==> src/rtl/issue_pkg.sv <==
// Shared definitions for the issue stage: instruction-type codes, RV32I
// major opcodes, issue FSM encodings, decoder op-field layout and the
// instruction-queue entry payload.
package issue_pkg;

    localparam int unsigned INSTR_W = 32;
    localparam int unsigned OP_W    = 10;

    // Decoder op field {type[2:0], head[2:0], sub[3:0]}
    localparam int unsigned OP_TYPE_MSB = 9;
    localparam int unsigned OP_TYPE_LSB = 7;
    localparam int unsigned OP_HEAD_MSB = 6;
    localparam int unsigned OP_HEAD_LSB = 4;
    localparam int unsigned OP_SUB_MSB  = 3;
    localparam int unsigned OP_SUB_LSB  = 0;

    typedef enum logic [2:0] {
        TYPE_EMPTY = 3'd0,
        TYPE_R     = 3'd1,
        TYPE_I     = 3'd2,
        TYPE_S     = 3'd3,
        TYPE_B     = 3'd4,
        TYPE_U     = 3'd5,
        TYPE_J     = 3'd6
    } instr_type_e;

    localparam logic [6:0] OPC_LUI    = 7'b0110111;
    localparam logic [6:0] OPC_AUIPC  = 7'b0010111;
    localparam logic [6:0] OPC_JAL    = 7'b1101111;
    localparam logic [6:0] OPC_JALR   = 7'b1100111;
    localparam logic [6:0] OPC_BRANCH = 7'b1100011;
    localparam logic [6:0] OPC_LOAD   = 7'b0000011;
    localparam logic [6:0] OPC_STORE  = 7'b0100011;
    localparam logic [6:0] OPC_OP_IMM = 7'b0010011;
    localparam logic [6:0] OPC_OP     = 7'b0110011;

    typedef enum logic [1:0] {
        ST_RUN   = 2'd0,
        ST_STALL = 2'd1,
        ST_HALT  = 2'd2
    } issue_state_e;

    typedef struct packed {
        logic [INSTR_W-1:0] instr;
        logic [INSTR_W-1:0] npc;
    } iq_entry_t;

    // Instruction-type field of a decoder op word
    function automatic logic [2:0] op_type(input logic [OP_W-1:0] op);
        return op[OP_TYPE_MSB:OP_TYPE_LSB];
    endfunction

endpackage

==> src/rtl/issue_queue.sv <==
// Circular instruction FIFO for the issue stage.
// Ports: clk_in, rst_in (sync, active-high), flush (clears pointers),
//        push/wdata (enqueue, ignored when full), pop (dequeue, ignored when
//        empty), head_data (head entry, zero when empty), count, full, empty.
// push/pop/flush are expected to be already qualified by the global enable.
module issue_queue #(
    parameter int unsigned AW = 3,
    parameter int unsigned DW = 64
) (
    input  logic          clk_in,
    input  logic          rst_in,
    input  logic          flush,
    input  logic          push,
    input  logic [DW-1:0] wdata,
    input  logic          pop,
    output logic [DW-1:0] head_data,
    output logic [AW:0]   count,
    output logic          full,
    output logic          empty
);

    localparam int unsigned DEPTH = 1 << AW;

    logic [DW-1:0] mem [DEPTH];
    logic [AW-1:0] head_q;
    logic [AW-1:0] tail_q;
    logic [AW:0]   count_q;
    logic          push_ok;
    logic          pop_ok;

    assign full    = (count_q == (AW+1)'(DEPTH));
    assign empty   = (count_q == '0);
    assign push_ok = push && !full;
    assign pop_ok  = pop && !empty;

    // Pointers and occupancy; pointers wrap naturally at the power-of-two depth
    always_ff @(posedge clk_in) begin
        if (rst_in || flush) begin
            head_q  <= '0;
            tail_q  <= '0;
            count_q <= '0;
        end else begin
            if (push_ok) tail_q <= tail_q + AW'(1);
            if (pop_ok)  head_q <= head_q + AW'(1);
            case ({push_ok, pop_ok})
                2'b10:   count_q <= count_q + (AW+1)'(1);
                2'b01:   count_q <= count_q - (AW+1)'(1);
                default: count_q <= count_q;
            endcase
        end
    end

    // Storage has no reset; validity is tracked by count
    always_ff @(posedge clk_in) begin
        if (!rst_in && !flush && push_ok) mem[tail_q] <= wdata;
    end

    assign head_data = empty ? '0 : mem[head_q];
    assign count     = count_q;

endmodule

==> src/rtl/issue_ctrl.sv <==
// Issue-stage sequencer: buffers fetched instr/npc pairs, presents the head
// to the decoder and dispatches it to the RS or SLB with a ROB tag.
// Ports: clk_in/rst_in (sync active-high), rdy_in (global enable),
//        flush_in, fetch side if_*, decoder side dec_*, back-end full flags
//        and rob_tag_in, one-cycle dispatch strobes disp_*, halted_out.
// Optional: define ISSUE_STALL_STAT_EN to add stall_cycles_out and
//           disp_count_out saturating statistics counters.
module issue_ctrl
    import issue_pkg::*;
#(
    parameter int unsigned IQ_ADDR_WIDTH = 3,
    parameter int unsigned Q_WIDTH       = 5
) (
    input  logic               clk_in,
    input  logic               rst_in,
    input  logic               rdy_in,
    input  logic               flush_in,
    input  logic               if_valid_in,
    input  logic [INSTR_W-1:0] if_instr_in,
    input  logic [INSTR_W-1:0] if_npc_in,
    output logic               if_ready_out,
    output logic [INSTR_W-1:0] dec_instr_out,
    output logic [INSTR_W-1:0] dec_npc_out,
    output logic               dec_has_instr_out,
    input  logic [OP_W-1:0]    dec_op_in,
    input  logic               dec_to_rs_in,
    input  logic               dec_to_slb_in,
    input  logic               rs_full_in,
    input  logic               slb_full_in,
    input  logic               rob_full_in,
    input  logic [Q_WIDTH-1:0] rob_tag_in,
    output logic               disp_rs_out,
    output logic               disp_slb_out,
    output logic               disp_rob_out,
    output logic [Q_WIDTH-1:0] disp_tag_out,
    output logic               halted_out
`ifdef ISSUE_STALL_STAT_EN
    ,
    output logic [31:0]        stall_cycles_out,
    output logic [31:0]        disp_count_out
`endif
);

    issue_state_e state_q;
    issue_state_e state_d;
    iq_entry_t    q_head;
    iq_entry_t    q_wdata;
    logic [IQ_ADDR_WIDTH:0] q_count;
    logic         q_full;
    logic         q_empty;
    logic         q_push;
    logic         q_pop;
    logic         has_instr;
    logic         op_valid;
    logic         target_ok;
    logic         go;
    logic         unused_op_bits;

    // Only the type field matters here; head/sub belong to the back-end
    assign unused_op_bits = ^dec_op_in[OP_HEAD_MSB:OP_SUB_LSB];

    assign has_instr = !q_empty;
    assign op_valid  = (op_type(dec_op_in) != 3'(TYPE_EMPTY));
    assign target_ok = dec_to_slb_in ? !slb_full_in : !rs_full_in;
    // STALL still counts as running so a stall clears without a bubble
    assign go = has_instr && !rob_full_in && target_ok && op_valid
             && (state_q != ST_HALT);

    // Decodes of registered state only (no pop bypass onto if_ready_out)
    assign if_ready_out      = !q_full && (state_q != ST_HALT);
    assign dec_has_instr_out = has_instr;
    assign dec_instr_out     = q_head.instr;
    assign dec_npc_out       = q_head.npc;
    assign halted_out        = (state_q == ST_HALT);

    assign q_wdata = '{instr: if_instr_in, npc: if_npc_in};
    assign q_push  = rdy_in && !flush_in && if_valid_in && if_ready_out;
    assign q_pop   = rdy_in && !flush_in && go;

    issue_queue #(
        .AW (IQ_ADDR_WIDTH),
        .DW ($bits(iq_entry_t))
    ) u_queue (
        .clk_in    (clk_in),
        .rst_in    (rst_in),
        .flush     (flush_in && rdy_in),
        .push      (q_push),
        .wdata     (q_wdata),
        .pop       (q_pop),
        .head_data (q_head),
        .count     (q_count),
        .full      (q_full),
        .empty     (q_empty)
    );

    // Next-state: HALT is sticky until flush/reset
    always_comb begin
        state_d = state_q;
        if (state_q != ST_HALT) begin
            if (!has_instr)     state_d = ST_RUN;
            else if (!op_valid) state_d = ST_HALT;
            else if (go)        state_d = ST_RUN;
            else                state_d = ST_STALL;
        end
    end

    // State register and registered dispatch strobes/tag
    always_ff @(posedge clk_in) begin
        if (rst_in) begin
            state_q      <= ST_RUN;
            disp_rs_out  <= 1'b0;
            disp_slb_out <= 1'b0;
            disp_rob_out <= 1'b0;
            disp_tag_out <= '0;
        end else if (!rdy_in) begin
            disp_rs_out  <= 1'b0;
            disp_slb_out <= 1'b0;
            disp_rob_out <= 1'b0;
        end else if (flush_in) begin
            state_q      <= ST_RUN;
            disp_rs_out  <= 1'b0;
            disp_slb_out <= 1'b0;
            disp_rob_out <= 1'b0;
            disp_tag_out <= '0;
        end else begin
            state_q      <= state_d;
            disp_rob_out <= go;
            disp_rs_out  <= go && dec_to_rs_in;
            disp_slb_out <= go && dec_to_slb_in;
            if (go) disp_tag_out <= rob_tag_in;
        end
    end

`ifdef ISSUE_STALL_STAT_EN
    // Saturating statistics; survive flush, cleared only by reset
    always_ff @(posedge clk_in) begin
        if (rst_in) begin
            stall_cycles_out <= '0;
            disp_count_out   <= '0;
        end else if (rdy_in) begin
            if (state_q == ST_STALL && stall_cycles_out != '1)
                stall_cycles_out <= stall_cycles_out + 32'd1;
            if (!flush_in && go && disp_count_out != '1)
                disp_count_out <= disp_count_out + 32'd1;
        end
    end
`endif

endmodule
==> config.mk <==
export PLATFORM = sky130hd
export DESIGN_NAME = issue_ctrl
export DESIGN_NICKNAME = d
export VERILOG_FILES = /design/src/rtl/issue_pkg.sv /design/src/rtl/issue_queue.sv /design/src/rtl/issue_ctrl.sv
export SDC_FILE = /design/constraint.sdc
export NUM_CORES = 1
export LEC_CHECK = 0
export CAP_MARGIN = 0
export CORE_MARGIN = 3
export CORE_UTILIZATION = 40
export CTS_CLUSTER_DIAMETER = 80
export CTS_CLUSTER_SIZE = 24
export DETAILED_ROUTE_END_ITERATION = 6
export SYNTH_ARGS = -nofsm -noshare
export SYNTH_HDL_FRONTEND = slang
export SYNTH_HIERARCHICAL = 1
export SYNTH_SLANG_ARGS = --single-unit
export TNS_END_PERCENT = 20
==> constraint.sdc <==
create_clock -name clk_in -period 8.3 [get_ports clk_in]
set_input_delay 1.245 -clock clk_in [delete_from_list [all_inputs] [get_ports clk_in]]
set_output_delay 1.245 -clock clk_in [all_outputs]
set_load 0.005 [all_outputs]
# Yosys cells after proc, flatten, opt, wreduce, memory -nomap -nowiden
# Memories as Yosys holds them, arrays and structs flattened. A register that Yosys moved wholly into a read port is not among the register bits.
# Index checks and enable logic that the tools add are counted.
# W data, S select, Z words.
dict set report totals {
  regBits 20
  latch_bits 0
  mem_bits_rw 512
  mem_bits_ro 0
  input_bits 89
  out_inout_bits 75
  mem_count 1
}
dict set report op_classes {
  add_sub_neg 4
  n_mul 0
  div 0
  n_lt_le_gt_ge 0
  n_eq_ne 5
  shift 0
  mux 14
  bitwise 1
  reduce_logical 33
}
# name depth width read_ports rd_ports_with_merged_regs wr line_no
set mem_list {}
lappend mem_list {u_queue.mem 8 64 1 1 1 issue_queue.sv:24} ;# logic [DW-1:0] mem [DEPTH];
# cell count
set op_table {}
lappend op_table {{$mux W64} 1}
lappend op_table {{$logic_and A1 B1 Y1} 16}
lappend op_table {{$mux W5} 2}
lappend op_table {{$logic_not A1 Y1} 8}
lappend op_table {{$mux W2} 4}
lappend op_table {{$pmux W4 S2} 1}
lappend op_table {{$add A3 B1 Y3 const B} 2}
lappend op_table {{$mux W3} 2}
lappend op_table {{$reduce_bool A2 Y1} 3}
lappend op_table {{$add A4 B1 Y4 const B} 1}
lappend op_table {{$eq A2 B2 Y1 const B} 2}
lappend op_table {{$eq A4 B4 Y1 const B} 1}
lappend op_table {{$logic_not A4 Y1} 1}
lappend op_table {{$mux W1} 4}
lappend op_table {{$reduce_and A2 Y1} 2}
lappend op_table {{$sub A4 B1 Y4 const B} 1}
lappend op_table {{$reduce_bool A3 Y1} 1}
lappend op_table {{$reduce_or A3 Y1} 1}
lappend op_table {{$eq A2 B1 Y1 const B} 1}
lappend op_table {{$ne A2 B2 Y1 const B} 1}
lappend op_table {{$logic_or A1 B1 Y1} 1}
lappend op_table {{$not A1 Y1} 1}

# Logic depth before layout (Yosys ltp)
dict set report logic_depth {
  depth_word 11
  ltp_mapped 13
  ltp_nobuf 12
}

# Cells and area by module
# Netlist, hierarchy kept.
# mod n_inst cells_each area_each_um2
set modules_own_cells {}
lappend modules_own_cells {issue_queue 1 887 20031.7}
lappend modules_own_cells {issue_ctrl 1 58 564.3}

# Least setup slack after synthesis
# No wires, ideal clock.
dict set report synth_timing {
  path_type {input to register}
  start {input port rdy_in}
  end {memory u_queue.mem[0][0], enable pin}
  arrival_time_ns 6.627
  t_required_ns 7.735
  slack_ns 1.108
  stages 5
  n_path_buf 0
  cell_sequence {nor2b_1 -> and3_1 -> nand2_1 -> or3_1 -> nor3_1}
}
dict set report synth_via {
  elab_chain_cells 7
}
# item line_no
set synth_rtl {}
lappend synth_rtl {{from (decl)} issue_ctrl.sv:16} ;# input logic rdy_in,
lappend synth_rtl {{$logic_and A1 B1 Y1 (3 in a row)} issue_ctrl.sv:77} ;# assign q_push = rdy_in && !flush_in && if_valid_in && if_ready_out;
lappend synth_rtl {{net q_push} issue_ctrl.sv:51} ;# logic q_push;
lappend synth_rtl {{$logic_and A1 B1 Y1} issue_queue.sv:33} ;# assign push_ok = push && !full;
lappend synth_rtl {{$logic_and A1 B1 Y1} issue_queue.sv:55} ;# if (!rst_in && !flush && push_ok) mem[tail_q] <= wdata;
lappend synth_rtl {{$mux W1} issue_queue.sv:55}
lappend synth_rtl {{$mux W1 (implied by the code)} issue_queue.sv:55}
lappend synth_rtl {{to (decl)} issue_queue.sv:24}
# The timed path passes the listed nets, and every way through them passes these cells.

==> out/summary.json <==
{
  "clockBufferDepth": 3,
  "floorplan.initialDensity": 0.408,
  "cts_tree": "yes",
  "layout_commonest_cell": "edfxtp_1",
  "rsz0062_at_grt": "false",
  "sum_of_net_half_perimeters_after_detailed_placement_um": 22300,
  "startpoint_type": "flip-flop",
  "skew_ps": 21.7,
  "clock_insertion_delay_at_the_later_pin_of_the_skew_report_ps": 590,
  "synth_async_sr_flop_share": 0,
  "syn-cell-area_mm2": 0.0206,
  "crit_chain": "buf_4 -> mux4_2 -> mux2i_1 -> nor2_1 -> clkdlybuf4s50_1",
  "filler_cell_count": 4228,
  "timing_worst_setup_path_type": "reg2out",
  "mostFrequentLayoutCells": "edfxtp_1, clkdlybuf4s50_1, mux4_2",
  "synth_enable_flop_cells": 512,
  "globalRoute.totalOverflow": 0,
  "drtIter0Drc": 676,
  "holdWs_ps": 503,
  "cp-end-kind": "output port",
  "max_stage_delay_ps": 970,
  "max_freq_mhz": 193,
  "setup_tns_final_ps": 0,
  "grt_usage": 0.153,
  "worst_reg2reg_path_length_in_cells": 7,
  "post_synth.cell_area_avg_um2": 21.8,
  "r2r_start": "u_queue/count[0]",
  "synthFlopType": "edfxtp_1",
  "drtPass1Iterations": 4,
  "finalSetupViolations": 0,
  "row_count": 82,
  "vias_in_the_first_global_route": 10009,
  "power_leakage_nw": 7.09,
  "finalHoldViolCount": 0,
  "worst_margin_slew_ps": 1080,
  "crit_required_ps": 7050,
  "post_route_cells_drive_above_1_share": 0.202,
  "clkSinkCount": 535,
  "gpl.final_weighted_congestion": 0.721,
  "grt_first_pass_wirelength_um": 62500,
  "postRouteWirelength_um": 41600,
  "post_cts.resized_instances": 0,
  "drt-vias-per-instance": 5.22,
  "delay_heaviest_family_cp": "buffers and inverters",
  "avgRoutedWirePerCell_um": 23.1,
  "rrSetupSlack_ps": 4650,
  "worst_ir_drop_vdd_v": 0.000130,
  "root_buffer": "clkbuf_16",
  "cts_hold_buffers": 0,
  "whs_path_depth": 2,
  "ant_nets": 0,
  "startpoint_of_the_tightest_hold_check_path": "u_queue/count[3]",
  "syn_inst": 945,
  "cts_buffers": 30,
  "pin_count": 164,
  "area_growth_syn_to_layout_pct": 16.5,
  "crit-reg2reg-capture": "u_queue/mem[3][11]",
  "cap_violations": 0,
  "core_mm2": 0.0505,
  "critPathSlowestCell": "dfxtp_4",
  "timing.hold.worst_endpoint": "u_queue/count[3]",
  "placement.io_buffers": 156,
  "worst_ep_arrival_time_ps": 3940,
  "cts_htree_levels": 1,
  "grt_antenna_before_repair": 4,
  "post_synthesis_net_count": 1040,
  "final_max_slew_viol_count": 0,
  "seq_area_frac_synth": 0.769,
  "worst_slew_margin_rel": 0.276,
  "remaining_routing_drc_violations": 0,
  "fp.dieH_um": 233,
  "die_area_mm2": 0.0542,
  "path_buf_inv": 2,
  "chipWidth_um": 233,
  "cts.clk_slew.worst_paths_ps": 80,
  "post_detailed_placement_cell_area_mm2": 0.0230,
  "yosys_warnings": 6,
  "min_path_type": "reg2reg",
  "critical_path_peak_fanout": 47,
  "finalNetCount": 1203,
  "status": "completed",
  "synth_cell_types": 47,
  "postSynthRegisterBits": 535,
  "postCtsSetupBuffers": 0,
  "finalCriticalPeriod_ps": 5190,
  "ratio_of_final_minimum_period_to_clock_period": 0.625,
  "grt_start_max_net_pins": 66,
  "routed-via-count": 9400,
  "finalInstanceArea_mm2": 0.0240,
  "power_per_cell_area_mw_per_mm2": 198
}
per-stage QoR:
stage | setup slack (ps) | util | std cells | power [mW]
2_1_floorplan | 1110 | - | 945 | 3.05
5_1_grt | 2740 | 0.475 | 1799 | 4.92
6_report | 3110 | 0.475 | 1800 | 4.75
3_3_place_gp | 3090 | 0.455 | 1748 | 3.14
3_5_place_dp | 3050 | 0.455 | 1748 | 3.15
4_1_cts | 2920 | 0.475 | 1799 | 4.82
area by class of cell:
class                      instances  area (µm²)  share of cell area
multi-input combinational        358        4540               0.189
timing repair buffer             177        1720              0.0717
sequential                       535       15800               0.661
clock buffer                      36         795              0.0331
antenna                            1        2.50            0.000104
inverter                           6        22.5            0.000939
clock inverter                    15         218             0.00908
tap                              672         841              0.0351
where the power goes:
part / switching (mW) / internal (mW)
logic: 0.0639 / 0.0597
registers: 0.00201 / 2.96
clock network: 0.867 / 0.802
state kept, by name (all words and copies together) (netlist names), named ones only:
register,cells
u_queue/mem,512
u_queue/head_q,3
disp_slb_out,1
disp_tag_out,5
state_q,2
disp_rob_out,1
u_queue/count,4
disp_rs_out,1
u_queue/tail_q,3
kinds of logic after synthesis:
family | count (synthesis) | share of synthesized area
xor+xnor | 6 | 0.00255
flops | 535 | 0.769
simple gates | 132 | 0.0324
mux | 193 | 0.172
buf+inv | 52 | 0.0135
fa+ha+maj | 6 | 0.00401
compound gates | 21 | 0.00717
worst max path at each step:
stage               from                 end  slack, ps  cells past startpoint
3_5_place_dp      rdy_in  u_queue/mem[3][15]       3050                      6
4_1_cts        flip-flop     dec_npc_out[13]       2920                      5
5_1_grt        flip-flop     dec_npc_out[13]       2740                      5
3_3_place_gp      rdy_in  u_queue/mem[3][15]       3090                      6
2_1_floorplan     rdy_in   u_queue/mem[0][0]       1110                      5
6_report       flip-flop     dec_npc_out[13]       3110                      5
worst min-delay path, stage by stage, from the launching register on:
cell and delay, ps:
dfxtp_1 340, nand2_1 70, o31ai_1 60
synth_stat cells (2+ instances only):
| cell | number | area share |
|---|---|---|
| and3_2 | 3 | 0.0011 |
| ha_1 | 5 | 0.0030 |
| dfxtp_1 | 23 | 0.022 |
| o21ai_0 | 2 | 0.00049 |
| nor2_1 | 87 | 0.016 |
| nand3_1 | 3 | 0.00073 |
| edfxtp_1 | 512 | 0.75 |
| nand2_1 | 4 | 0.00073 |
| a31o_2 | 5 | 0.0021 |
| nand2b_1 | 5 | 0.0015 |
| nor3b_2 | 2 | 0.0012 |
| nor2b_1 | 4 | 0.0012 |
| xor2_1 | 5 | 0.0021 |
| nand3b_1 | 4 | 0.0015 |
| and4bb_2 | 2 | 0.0012 |
| inv_1 | 6 | 0.0011 |
| buf_1 | 7 | 0.0013 |
| clkbuf_1 | 5 | 0.00091 |
| a21oi_1 | 10 | 0.0024 |
| buf_6 | 2 | 0.0011 |
| mux4_2 | 128 | 0.14 |
| nor3_1 | 2 | 0.00049 |
| mux2i_1 | 65 | 0.032 |
| buf_2 | 21 | 0.0051 |
| buf_4 | 11 | 0.0040 |
per-layer routing:
layer  global-route usage  up-vias  routed length [µm]
met3               0.0263       42                1940
met1                0.212     5008               18500
met5                    0        -                  33
met2                0.261      158               20600
li1                     -     4186                   -
met4               0.0264        6                 499
No activity file was read; power rests on OpenSTA's default activity.
